--- src/rtl/ahb2apb_bridge_mp_if.sv ---
// AHB-Lite and APB4 signal bundles for ahb2apb_bridge_mp; no logic, no latency.
// Backpressure travels on HREADYout (AHB side) and PREADY (APB side).
interface ahb2apb_ahb_if #(
  parameter int ADDR_W = 32,
  parameter int DATA_W = 32
);
  logic              HSEL;
  logic [ADDR_W-1:0] HADDR;
  logic [1:0]        HTRANS;
  logic              HWRITE;
  logic [2:0]        HSIZE;
  logic [DATA_W-1:0] HWDATA;
  logic              HREADYin;
  logic [DATA_W-1:0] HRDATA;
  logic              HREADYout;
  logic [1:0]        HRESP;

  modport master (
    output HSEL, HADDR, HTRANS, HWRITE, HSIZE, HWDATA, HREADYin,
    input  HRDATA, HREADYout, HRESP
  );
  modport slave (
    input  HSEL, HADDR, HTRANS, HWRITE, HSIZE, HWDATA, HREADYin,
    output HRDATA, HREADYout, HRESP
  );
endinterface

interface ahb2apb_apb_if #(
  parameter int ADDR_W  = 32,
  parameter int DATA_W  = 32,
  parameter int NUM_SLV = 3
);
  logic [ADDR_W-1:0]         PADDR;
  logic [DATA_W-1:0]         PWDATA;
  logic [DATA_W/8-1:0]       PSTRB;
  logic [NUM_SLV-1:0]        PSEL;
  logic                      PENABLE;
  logic                      PWRITE;
  logic [NUM_SLV*DATA_W-1:0] PRDATA;
  logic [NUM_SLV-1:0]        PREADY;
  logic [NUM_SLV-1:0]        PSLVERR;

  modport master (
    output PADDR, PWDATA, PSTRB, PSEL, PENABLE, PWRITE,
    input  PRDATA, PREADY, PSLVERR
  );
  modport slave (
    input  PADDR, PWDATA, PSTRB, PSEL, PENABLE, PWRITE,
    output PRDATA, PREADY, PSLVERR
  );
endinterface

--- src/rtl/ahb2apb_bridge_mp.sv ---
// AHB-Lite to APB4 bridge over NUM_SLV windows; 3 stall cycles per zero-wait access, fully registered outputs.
// Backpressure: HREADYout low for CAPTURE/SETUP/ACCESS/ERR1, ACCESS held while PREADY is low or until TIMEOUT.
module ahb2apb_bridge_mp #(
  parameter int                ADDR_W      = 32,
  parameter int                DATA_W      = 32,
  parameter int                NUM_SLV     = 3,
  parameter logic [ADDR_W-1:0] BASE_ADDR   = 32'h8000_0000,
  parameter int                REGION_BITS = 12,
  parameter int                TIMEOUT     = 0
) (
  input  logic          HCLK,
  input  logic          HRESETn,
  ahb2apb_ahb_if.slave  ahb,
  ahb2apb_apb_if.master apb
);
  localparam int STRB_W = DATA_W / 8;
  localparam int SZ_MAX = $clog2(STRB_W);
  localparam int IDX_W  = (NUM_SLV > 1) ? $clog2(NUM_SLV) : 1;
  localparam int TCNT_W = (TIMEOUT > 1) ? $clog2(TIMEOUT + 1) : 1;

  typedef enum logic [2:0] {IDLE, CAPTURE, SETUP, ACCESS, ERR1, ERR2} state_t;

  typedef struct packed {
    logic [ADDR_W-1:0] addr;
    logic              write;
    logic [2:0]        size;
    logic [IDX_W-1:0]  idx;
  } req_t;

  state_t              state_q, state_d;
  req_t                req_q;
  logic [TCNT_W-1:0]   tcnt_q;
  logic [DATA_W-1:0]   hrdata_q;
  logic                hready_q, hready_d;
  logic [1:0]          hresp_q, hresp_d;
  logic [ADDR_W-1:0]   paddr_q;
  logic [DATA_W-1:0]   pwdata_q;
  logic [STRB_W-1:0]   pstrb_q;
  logic [NUM_SLV-1:0]  psel_q, psel_d;
  logic                penable_q, penable_d;
  logic                pwrite_q;

  logic [ADDR_W-1:0]   off, slot;
  logic [7:0]          size_mask;
  logic                accept, dec_ok, tmo_hit;
  logic                pready_sel, pslverr_sel;
  logic [DATA_W-1:0]   prdata_sel;
  logic [NUM_SLV-1:0]  sel_onehot;
  logic [15:0]         strb_lanes;
  logic [STRB_W-1:0]   strb_d;
  logic                htrans_unused;

  assign accept        = ahb.HSEL & ahb.HREADYin & ahb.HTRANS[1];
  assign htrans_unused = ahb.HTRANS[0];

  // Window decode plus size/alignment legality, evaluated on the address phase
  assign off       = ahb.HADDR - BASE_ADDR;
  assign slot      = off >> REGION_BITS;
  assign size_mask = (8'd1 << ahb.HSIZE) - 8'd1;
  assign dec_ok    = (ahb.HADDR >= BASE_ADDR) && (slot < ADDR_W'(NUM_SLV)) &&
                     (ahb.HSIZE <= 3'(SZ_MAX)) &&
                     ((size_mask & 8'(ahb.HADDR[2:0])) == 8'd0);

  assign pready_sel  = apb.PREADY[req_q.idx];
  assign pslverr_sel = apb.PSLVERR[req_q.idx];
  assign prdata_sel  = apb.PRDATA[req_q.idx*DATA_W +: DATA_W];
  assign sel_onehot  = NUM_SLV'(1) << req_q.idx;
  assign tmo_hit     = (TIMEOUT > 0) && (tcnt_q == TCNT_W'(TIMEOUT));

  assign strb_lanes = (16'd1 << (16'd1 << req_q.size)) - 16'd1;
  assign strb_d     = req_q.write ? STRB_W'(strb_lanes << req_q.addr[SZ_MAX-1:0]) : '0;

  always_comb begin
    state_d   = state_q;
    hready_d  = 1'b1;
    hresp_d   = 2'b00;
    psel_d    = '0;
    penable_d = 1'b0;
    unique case (state_q)
      IDLE, ERR2: begin
        if (accept) state_d = dec_ok ? CAPTURE : ERR1;
        else        state_d = IDLE;
      end
      CAPTURE: state_d = SETUP;
      SETUP:   state_d = ACCESS;
      ACCESS: begin
        if (pready_sel)   state_d = pslverr_sel ? ERR1 : IDLE;
        else if (tmo_hit) state_d = ERR1;
      end
      ERR1:    state_d = ERR2;
      default: state_d = IDLE;
    endcase
    // Registered outputs are decoded from the state being entered
    case (state_d)
      CAPTURE: hready_d = 1'b0;
      SETUP: begin
        hready_d = 1'b0;
        psel_d   = sel_onehot;
      end
      ACCESS: begin
        hready_d  = 1'b0;
        psel_d    = sel_onehot;
        penable_d = 1'b1;
      end
      ERR1: begin
        hready_d = 1'b0;
        hresp_d  = 2'b01;
      end
      ERR2:    hresp_d = 2'b01;
      default: ;
    endcase
  end

  always_ff @(posedge HCLK) begin
    if (!HRESETn) begin
      state_q   <= IDLE;
      req_q     <= '0;
      tcnt_q    <= '0;
      hrdata_q  <= '0;
      hready_q  <= 1'b1;
      hresp_q   <= 2'b00;
      paddr_q   <= '0;
      pwdata_q  <= '0;
      pstrb_q   <= '0;
      psel_q    <= '0;
      penable_q <= 1'b0;
      pwrite_q  <= 1'b0;
    end else begin
      state_q   <= state_d;
      hready_q  <= hready_d;
      hresp_q   <= hresp_d;
      psel_q    <= psel_d;
      penable_q <= penable_d;
      if ((state_q == IDLE || state_q == ERR2) && accept) begin
        req_q <= '{addr: ahb.HADDR, write: ahb.HWRITE, size: ahb.HSIZE,
                   idx: slot[IDX_W-1:0]};
      end
      if (state_q == CAPTURE) begin
        paddr_q  <= req_q.addr;
        pwrite_q <= req_q.write;
        pstrb_q  <= strb_d;
        if (req_q.write) pwdata_q <= ahb.HWDATA;
      end
      if (state_d == ACCESS) tcnt_q <= (state_q == ACCESS) ? tcnt_q + TCNT_W'(1) : TCNT_W'(1);
      else                   tcnt_q <= '0;
      if (state_q == ACCESS && pready_sel && !req_q.write) hrdata_q <= prdata_sel;
    end
  end

  assign ahb.HRDATA    = hrdata_q;
  assign ahb.HREADYout = hready_q;
  assign ahb.HRESP     = hresp_q;
  assign apb.PADDR     = paddr_q;
  assign apb.PWDATA    = pwdata_q;
  assign apb.PSTRB     = pstrb_q;
  assign apb.PSEL      = psel_q;
  assign apb.PENABLE   = penable_q;
  assign apb.PWRITE    = pwrite_q;
endmodule

--- src/flat_wrapper.sv ---
// flat-port wrapper written by rule: the top's interface ports become plain ports
module ahb2apb_bridge_mp_flat 
#(
  parameter int                ADDR_W      = 32,
  parameter int                DATA_W      = 32,
  parameter int                NUM_SLV     = 3,
  parameter logic [ADDR_W-1:0] BASE_ADDR   = 32'h8000_0000,
  parameter int                REGION_BITS = 12,
  parameter int                TIMEOUT     = 0
)
  (HCLK, HRESETn, ahb_HSEL, ahb_HADDR, ahb_HTRANS, ahb_HWRITE, ahb_HSIZE, ahb_HWDATA, ahb_HREADYin, ahb_HRDATA, ahb_HREADYout, ahb_HRESP, apb_PADDR, apb_PWDATA, apb_PSTRB, apb_PSEL, apb_PENABLE, apb_PWRITE, apb_PRDATA, apb_PREADY, apb_PSLVERR);
  ahb2apb_ahb_if #(.ADDR_W(ADDR_W), .DATA_W(DATA_W)) ahb_i ();
  ahb2apb_apb_if #(.ADDR_W(ADDR_W), .DATA_W(DATA_W), .NUM_SLV(NUM_SLV)) apb_i ();
  input  logic HCLK;
  input  logic HRESETn;
  input wire logic [$bits(ahb_i.HSEL)-1:0] ahb_HSEL;
  input wire logic [$bits(ahb_i.HADDR)-1:0] ahb_HADDR;
  input wire logic [$bits(ahb_i.HTRANS)-1:0] ahb_HTRANS;
  input wire logic [$bits(ahb_i.HWRITE)-1:0] ahb_HWRITE;
  input wire logic [$bits(ahb_i.HSIZE)-1:0] ahb_HSIZE;
  input wire logic [$bits(ahb_i.HWDATA)-1:0] ahb_HWDATA;
  input wire logic [$bits(ahb_i.HREADYin)-1:0] ahb_HREADYin;
  output wire logic [$bits(ahb_i.HRDATA)-1:0] ahb_HRDATA;
  output wire logic [$bits(ahb_i.HREADYout)-1:0] ahb_HREADYout;
  output wire logic [$bits(ahb_i.HRESP)-1:0] ahb_HRESP;
  output wire logic [$bits(apb_i.PADDR)-1:0] apb_PADDR;
  output wire logic [$bits(apb_i.PWDATA)-1:0] apb_PWDATA;
  output wire logic [$bits(apb_i.PSTRB)-1:0] apb_PSTRB;
  output wire logic [$bits(apb_i.PSEL)-1:0] apb_PSEL;
  output wire logic [$bits(apb_i.PENABLE)-1:0] apb_PENABLE;
  output wire logic [$bits(apb_i.PWRITE)-1:0] apb_PWRITE;
  input wire logic [$bits(apb_i.PRDATA)-1:0] apb_PRDATA;
  input wire logic [$bits(apb_i.PREADY)-1:0] apb_PREADY;
  input wire logic [$bits(apb_i.PSLVERR)-1:0] apb_PSLVERR;
  assign ahb_i.HSEL = ahb_HSEL;
  assign ahb_i.HADDR = ahb_HADDR;
  assign ahb_i.HTRANS = ahb_HTRANS;
  assign ahb_i.HWRITE = ahb_HWRITE;
  assign ahb_i.HSIZE = ahb_HSIZE;
  assign ahb_i.HWDATA = ahb_HWDATA;
  assign ahb_i.HREADYin = ahb_HREADYin;
  assign ahb_HRDATA = ahb_i.HRDATA;
  assign ahb_HREADYout = ahb_i.HREADYout;
  assign ahb_HRESP = ahb_i.HRESP;
  assign apb_PADDR = apb_i.PADDR;
  assign apb_PWDATA = apb_i.PWDATA;
  assign apb_PSTRB = apb_i.PSTRB;
  assign apb_PSEL = apb_i.PSEL;
  assign apb_PENABLE = apb_i.PENABLE;
  assign apb_PWRITE = apb_i.PWRITE;
  assign apb_i.PRDATA = apb_PRDATA;
  assign apb_i.PREADY = apb_PREADY;
  assign apb_i.PSLVERR = apb_PSLVERR;
  ahb2apb_bridge_mp #(.ADDR_W(ADDR_W), .DATA_W(DATA_W), .NUM_SLV(NUM_SLV), .BASE_ADDR(BASE_ADDR), .REGION_BITS(REGION_BITS), .TIMEOUT(TIMEOUT)) u_core (.HCLK(HCLK), .HRESETn(HRESETn), .ahb(ahb_i), .apb(apb_i));
endmodule
--- config.mk ---
export PLATFORM = sky130hd
export DESIGN_NAME = ahb2apb_bridge_mp_flat
export DESIGN_NICKNAME = d
export VERILOG_FILES = /design/src/rtl/ahb2apb_bridge_mp_if.sv /design/src/rtl/ahb2apb_bridge_mp.sv /design/src/flat_wrapper.sv
export SDC_FILE = /design/constraint.sdc
export NUM_CORES = 1
export LEC_CHECK = 0
export ABC_AREA = 1
export ABC_CLOCK_PERIOD_IN_PS = 1630
export CAP_MARGIN = 20
export CORE_ASPECT_RATIO = 0.7
export CORE_MARGIN = 2
export CORE_UTILIZATION = 35
export CTS_BUF_LIST = sky130_fd_sc_hd__clkbuf_4 sky130_fd_sc_hd__clkbuf_8 sky130_fd_sc_hd__clkbuf_16
export DETAILED_ROUTE_END_ITERATION = 8
export PLACE_DENSITY = 0.7
export SETUP_SLACK_MARGIN = 0.1
export SLEW_MARGIN = 5
export SYNTH_ARGS = -nofsm -noshare
export SYNTH_HDL_FRONTEND = slang
export SYNTH_SLANG_ARGS = --single-unit
export TNS_END_PERCENT = 50
--- constraint.sdc ---
create_clock -name HCLK -period 1.63 [get_ports HCLK]
set_input_delay 0.326 -clock HCLK [delete_from_list [all_inputs] [get_ports HCLK]]
set_output_delay 0.326 -clock HCLK [all_outputs]
set_load 0.005 [all_outputs]
== Word level (Yosys, flattened, before mapping) ==
Cells that the tools add are included.
Storage, ports and cells
  flip-flop bits (word level): 149
  input port bits: 176
  output and inout bits: 108
Operators by class
  add/sub/neg operators: 3
  order comparisons: 4
  eq/ne operators: 10
  shift-type cells: 6
  mux-type cells: 13
  bitwise gates (word level): 3
  reductions and logical operators: 16
Operator list (number)
  96-bit by 8-bit variable part select with 32-bit output: 1
  32-bit greater-or-equal comparator (second input constant): 1
  32-bit subtractor (second input constant): 1
  20-bit by 2-bit < comparator with 1-bit output (second input constant): 1
  1-bit by 16-bit << shifter with 16-bit output (first input constant): 1
  1-bit by 3-bit << shifter with 16-bit output (first input constant): 1
  16-bit by 2-bit << shifter with 4-bit output: 1
  16-bit by 1-bit subtractor with 16-bit output (second input constant): 1
  3-bit one-hot mux with 5 select lines: 1
  3-bit by 2-bit == test with 1-bit output (second input constant): 4
  3-bit == test (second input constant): 4
  3-bit 2-to-1 mux: 4
  8-bit by 3-bit bitwise AND with 8-bit output: 1
  8-bit logical NOT: 1
  1-bit by 3-bit << shifter with 8-bit output (first input constant): 1
  8-bit by 1-bit subtractor with 8-bit output (second input constant): 1
  3-bit by 1-bit == test with 1-bit output (second input constant): 2
  1-bit logical AND: 6
  2-bit OR reduction: 3
  1-bit 2-to-1 mux: 5
  1-bit binary-select mux with 2-bit select: 2
  4-bit 2-to-1 mux: 1
  2-bit AND reduction: 2
  4-bit OR reduction: 1
  7 further kinds: 8

== Longest topological paths before layout ==
  depth in word-level cells: 11
  mapped depth: 10
  gate-level depth less buffers: 10

== Worst setup path after synthesis ==
Ideal clock, no wire load.
  path kind: reg2reg
  start point: register u_core.req_q[3] (netlist bit)
  end point: register u_core.pstrb_q[2], in the netlist u_core.apb.PSTRB[2]
  arrival time: 1.283 ns
  data required time: 1.498 ns
  slack: 0.215 ns
  cell stages (with the launch flop): 9
  buffers on the path: 0
  clock period less this slack: 1.415 ns
  path through: dfxtp_1 -> nor2_1 -> inv_1 -> or2_2 -> ha_1 -> xor2_1 -> nand3_1 -> nand3_1 -> a21oi_1
On the way
  cells in the longest elaborated chain, start to end: 5
Ends and longest elaborated chain
  from (decl): line ahb2apb_bridge_mp.sv:31  | req_t req_q;
  from (signal assigned): line ahb2apb_bridge_mp.sv:135  | req_q <= '{addr: ahb.HADDR, write: ahb.HWRITE, size: ahb.HSIZE,
  1-bit by 3-bit << shifter with 16-bit output: line ahb2apb_bridge_mp.sv:70  | assign strb_lanes = (16'd1 << (16'd1 << req_q.size)) - 16'd1;
  1-bit by 16-bit << shifter with 16-bit output: line ahb2apb_bridge_mp.sv:70
  16-bit by 1-bit subtractor with 16-bit output: line ahb2apb_bridge_mp.sv:70
  16-bit by 2-bit << shifter with 4-bit output: line ahb2apb_bridge_mp.sv:71  | assign strb_d = req_q.write ? STRB_W'(strb_lanes << req_q.addr[SZ_MAX-1:0]) : '0;
  4-bit 2-to-1 mux: line ahb2apb_bridge_mp.sv:71
  to (signal assigned): line ahb2apb_bridge_mp.sv:141  | pstrb_q <= strb_d;
  to (decl): line ahb2apb_bridge_mp.sv:38  | logic [STRB_W-1:0] pstrb_q;
No other way between the ends.
A chain may end at the register's enable or synchronous reset.

== Worst setup path after layout ==
  start point: register u_core.penable_q, in the netlist u_core.apb.PENABLE
  end point: output apb_PENABLE
RTL lines
  from (decl): line ahb2apb_bridge_mp.sv:40  | logic penable_q, penable_d;
  from (signal assigned): line ahb2apb_bridge_mp.sv:133  | penable_q <= penable_d;
  to (decl): line flat_wrapper.sv:30  | output wire logic [$bits(apb_i.PENABLE)-1:0] apb_PENABLE;
No word-level cell between the ends.

==> metrics.yaml <==
run_status:
  outcome: "completed"
synthesis:
  syn_inst: 839
  syn_area_mm2: 0.00606
  synth_cell_type_count: 27
  avgSynthCellArea_um2: 7.22
  ys.warnings.count: 0
  syn-num-nets: 1016
  yosysSeqAreaShare: 0.482
  ys_ff_latch: 146
power:
  powerDensity_mw_per_mm2: 903
  vdd_ir_drop_max_uv: 593
  p_total_mw: 8.97
  leakagePower_nw: 4.86
clock_network:
  clockBufferDepth: 2
  cts_inserted_buffers: 17
  cts-root-buf: "clkbuf_16"
  hold_buffers: 0
  clk_pin_slew_worst_paths_ns: 0.06
  cts_max_level: 4
  tritoncts: "yes"
  clock_latency_ns: 0.42
  clock-sinks: 146
critical_path:
  crit_arrival_ns: 1.26
  cp-startpoint: "u_core.apb.PENABLE"
  critPathCaptureType: "output pin"
  worst_path_max_delay_cell: "clkdlybuf4s50_1"
  r2r_end: "u_core.req_q[9]"
  reg2reg_slack_ns: 0.21
  worstPathMaxFanout: 1
  path_cells: "clkdlybuf4s50_1"
  cpPeakStageDelay_ns: 0.53
  worstRegToRegCells: 8
  worst-path-buf-inv: 1
  cp.required_ns: 1.30
  critical_path.endpoint: "apb_PENABLE"
  critical_path_depth: 1
  startpoint_type: "flop"
  path_class: "reg -> out"
  r2r-start: "u_core.state_q[2]"
  path_delay_family: "buffers and inverters"
finish:
  antennaDiodeCount: 0
  finalNonFillerCells: 1363
  register_area_mm2: 0.00294
  syn_to_final_growth_pct: 64.0
  final_layout_size_suffix_gt1_frac: 0.0945
  fin_util: 0.582
  fillers: 1575
  fin_nets: 1296
  multi_input_area_mm2: 0.00266
timing:
  fin_ws_ns: 0.0483
  setup_viol: 0
  skew_ns: 0.0124
  fin_crit_sh: 0.970
  fmax_mhz: 632
  drv_slew: 0
  rsz0062_at_grt: "true"
  period_minus_slack_ns: 1.58
  finalHoldViolCount: 0
  tns_ns: 0
routing:
  drtPass1Iterations: 8
  wl_um: 20300
  ant_nets: 0
  via_per_inst: 4.81
  drt_iter0_markers: 487
  num_vias: 6557
  drc: 0
  wire_per_inst_um: 14.9
flow_run:
  drv_cap: 0
global_routing:
  grt_pass1_wl_um: 32300
  grt_max_degree: 54
  grt.total_usage: 0.220
  grt_pass1_vias: 6540
  antenna_found_initial: 0
  grt_overflow: 0
place:
  hpwl_um: 14400
  place_ws_ns: -0.122
  io_buffers: 281
  gp_congestion: 0.822
  place_inst: 1331
die:
  ioPinCount: 284
  rows: 40
  dieArea_mm2: 0.0184
  die_h_um: 114
  start_util: 0.355
  core-area_mm2: 0.0171
  fp.dieW_um: 161
min_path:
  hold_class: "in -> reg"
  whs_path_depth: 4
-- report_power, final --
group / switching, mW / internal (mW) / leakage, nW
Combinational: 0.517 / 0.623 / 3.37
Sequential: 0.0522 / 3.66 / 1.19
Clock: 1.67 / 2.45 / 0.299
Total: 2.24 / 6.74 / 4.86
-- worst min path at each step --
stage,start,endpoint,slack (ns)
3_3_place_gp,u_core.ahb.HRDATA[19],u_core.ahb.HRDATA[19],0.43
5_1_grt,HRESETn,u_core.apb.PWDATA[7],0.42
4_1_cts,HRESETn,u_core.apb.PWDATA[22],0.39
3_5_place_dp,u_core.ahb.HRDATA[28],u_core.ahb.HRDATA[28],0.43
6_report,HRESETn,u_core.apb.PWDATA[22],0.41
2_1_floorplan,u_core.ahb.HRDATA[0],u_core.ahb.HRDATA[0],0.44
-- layout by cell type, fill, tap and decap left out, drive strengths merged --
master	Yosys	final
clkinv	0	2
bufinv	0	3
a31oi	2	2
nand2	102	102
a21oi	76	76
nand3	45	45
dfxtp	146	146
inv	55	63
dlymetal6s2s	0	44
clkbuf	33	17
clkinvlp	0	2
conb	2	2
buf	25	39
ha	1	1
a32oi	1	1
nor2	178	178
nor3	3	3
xor2	1	1
o21ai	168	168
dlygate4sd2	0	53
or2	1	1
clkdlybuf4s50	0	183
-- layer usage --
| metal | up-vias | track usage | routed length [um] |
|---|---|---|---|
| li1 | 3295 | - | - |
| met1 | 2987 | 0.272 | 8990 |
| met2 | 250 | 0.368 | 9230 |
| met3 | 25 | 0.0764 | 1790 |
| met4 | 0 | 0.0619 | 280 |
| met5 | - | 0 | 0 |
-- flip-flops by register name (all words and copies together) (netlist names) --
signal / cells
u_core.apb.PENABLE: 1
u_core.state_q: 3
u_core.req_q: 36
u_core.apb.PSTRB: 4
u_core.ahb.HRESP: 1
u_core.apb.PADDR: 32
u_core.apb.PWDATA: 32
u_core.apb.PWRITE: 1
u_core.ahb.HRDATA: 32
u_core.ahb.HREADYout: 1
u_core.apb.PSEL: 3
-- through the flow --
stage               hold slack, ns  cell area [um2]
floorplan                    0.440             6060
global placement             0.431             9220
detailed placement           0.435             9220
CTS                          0.387             9780
global route                 0.417             9930
finish                       0.405             9930
-- logic make-up (layout without fill, tap and decap cells) --
group | Yosys count | after routing | synth area share
fa+ha+maj | 1 | 1 | 0.00206
compound gates | 247 | 247 | 0.205
flops | 146 | 146 | 0.482
other cells | 2 | 2 | 0.00124
buf+inv | 113 | 406 | 0.0847
xor+xnor | 1 | 1 | 0.00145
simple gates | 329 | 329 | 0.223
-- cell type report --
type	count	area share
Clock buffer	17	0.0428
Clock inverter	15	0.0191
Inverter	55	0.0208
Multi-Input combinational cell	580	0.267
Sequential cell	146	0.296
Tap cell	231	0.0291
Timing Repair Buffer	319	0.325
-- timing repair --
action,in CTS,in global routing
resized for setup,58,60
gates cloned,0,0
pin swaps,0,4
setup endpoints to repair,107,100
setup buffers,0,0
hold endpoints to repair,0,0
-- cell usage after synthesis --
cell / n / area share
inv_2: 8 / 0.0050
dfxtp_1: 146 / 0.48
nor2_8: 1 / 0.0033
nand2_1: 98 / 0.061
clkbuf_1: 30 / 0.019
o21ai_1: 43 / 0.036
a31oi_1: 2 / 0.0021
a32oi_1: 1 / 0.0014
nand2_2: 4 / 0.0041
nand3_2: 1 / 0.0017
buf_2: 14 / 0.012
inv_1: 47 / 0.029
xor2_1: 1 / 0.0014
o21ai_0: 125 / 0.10
conb_1: 2 / 0.0012
clkbuf_2: 3 / 0.0025
a21oi_1: 76 / 0.063
or2_2: 1 / 0.0010
nor2_1: 175 / 0.11
nand3_4: 1 / 0.0029
ha_1: 1 / 0.0021
buf_4: 4 / 0.0050
nor2_4: 1 / 0.0019
nor2_2: 1 / 0.0010
buf_6: 7 / 0.013
nand3_1: 43 / 0.036
nor3_1: 3 / 0.0025
Power figures use the tool's default switching activity.
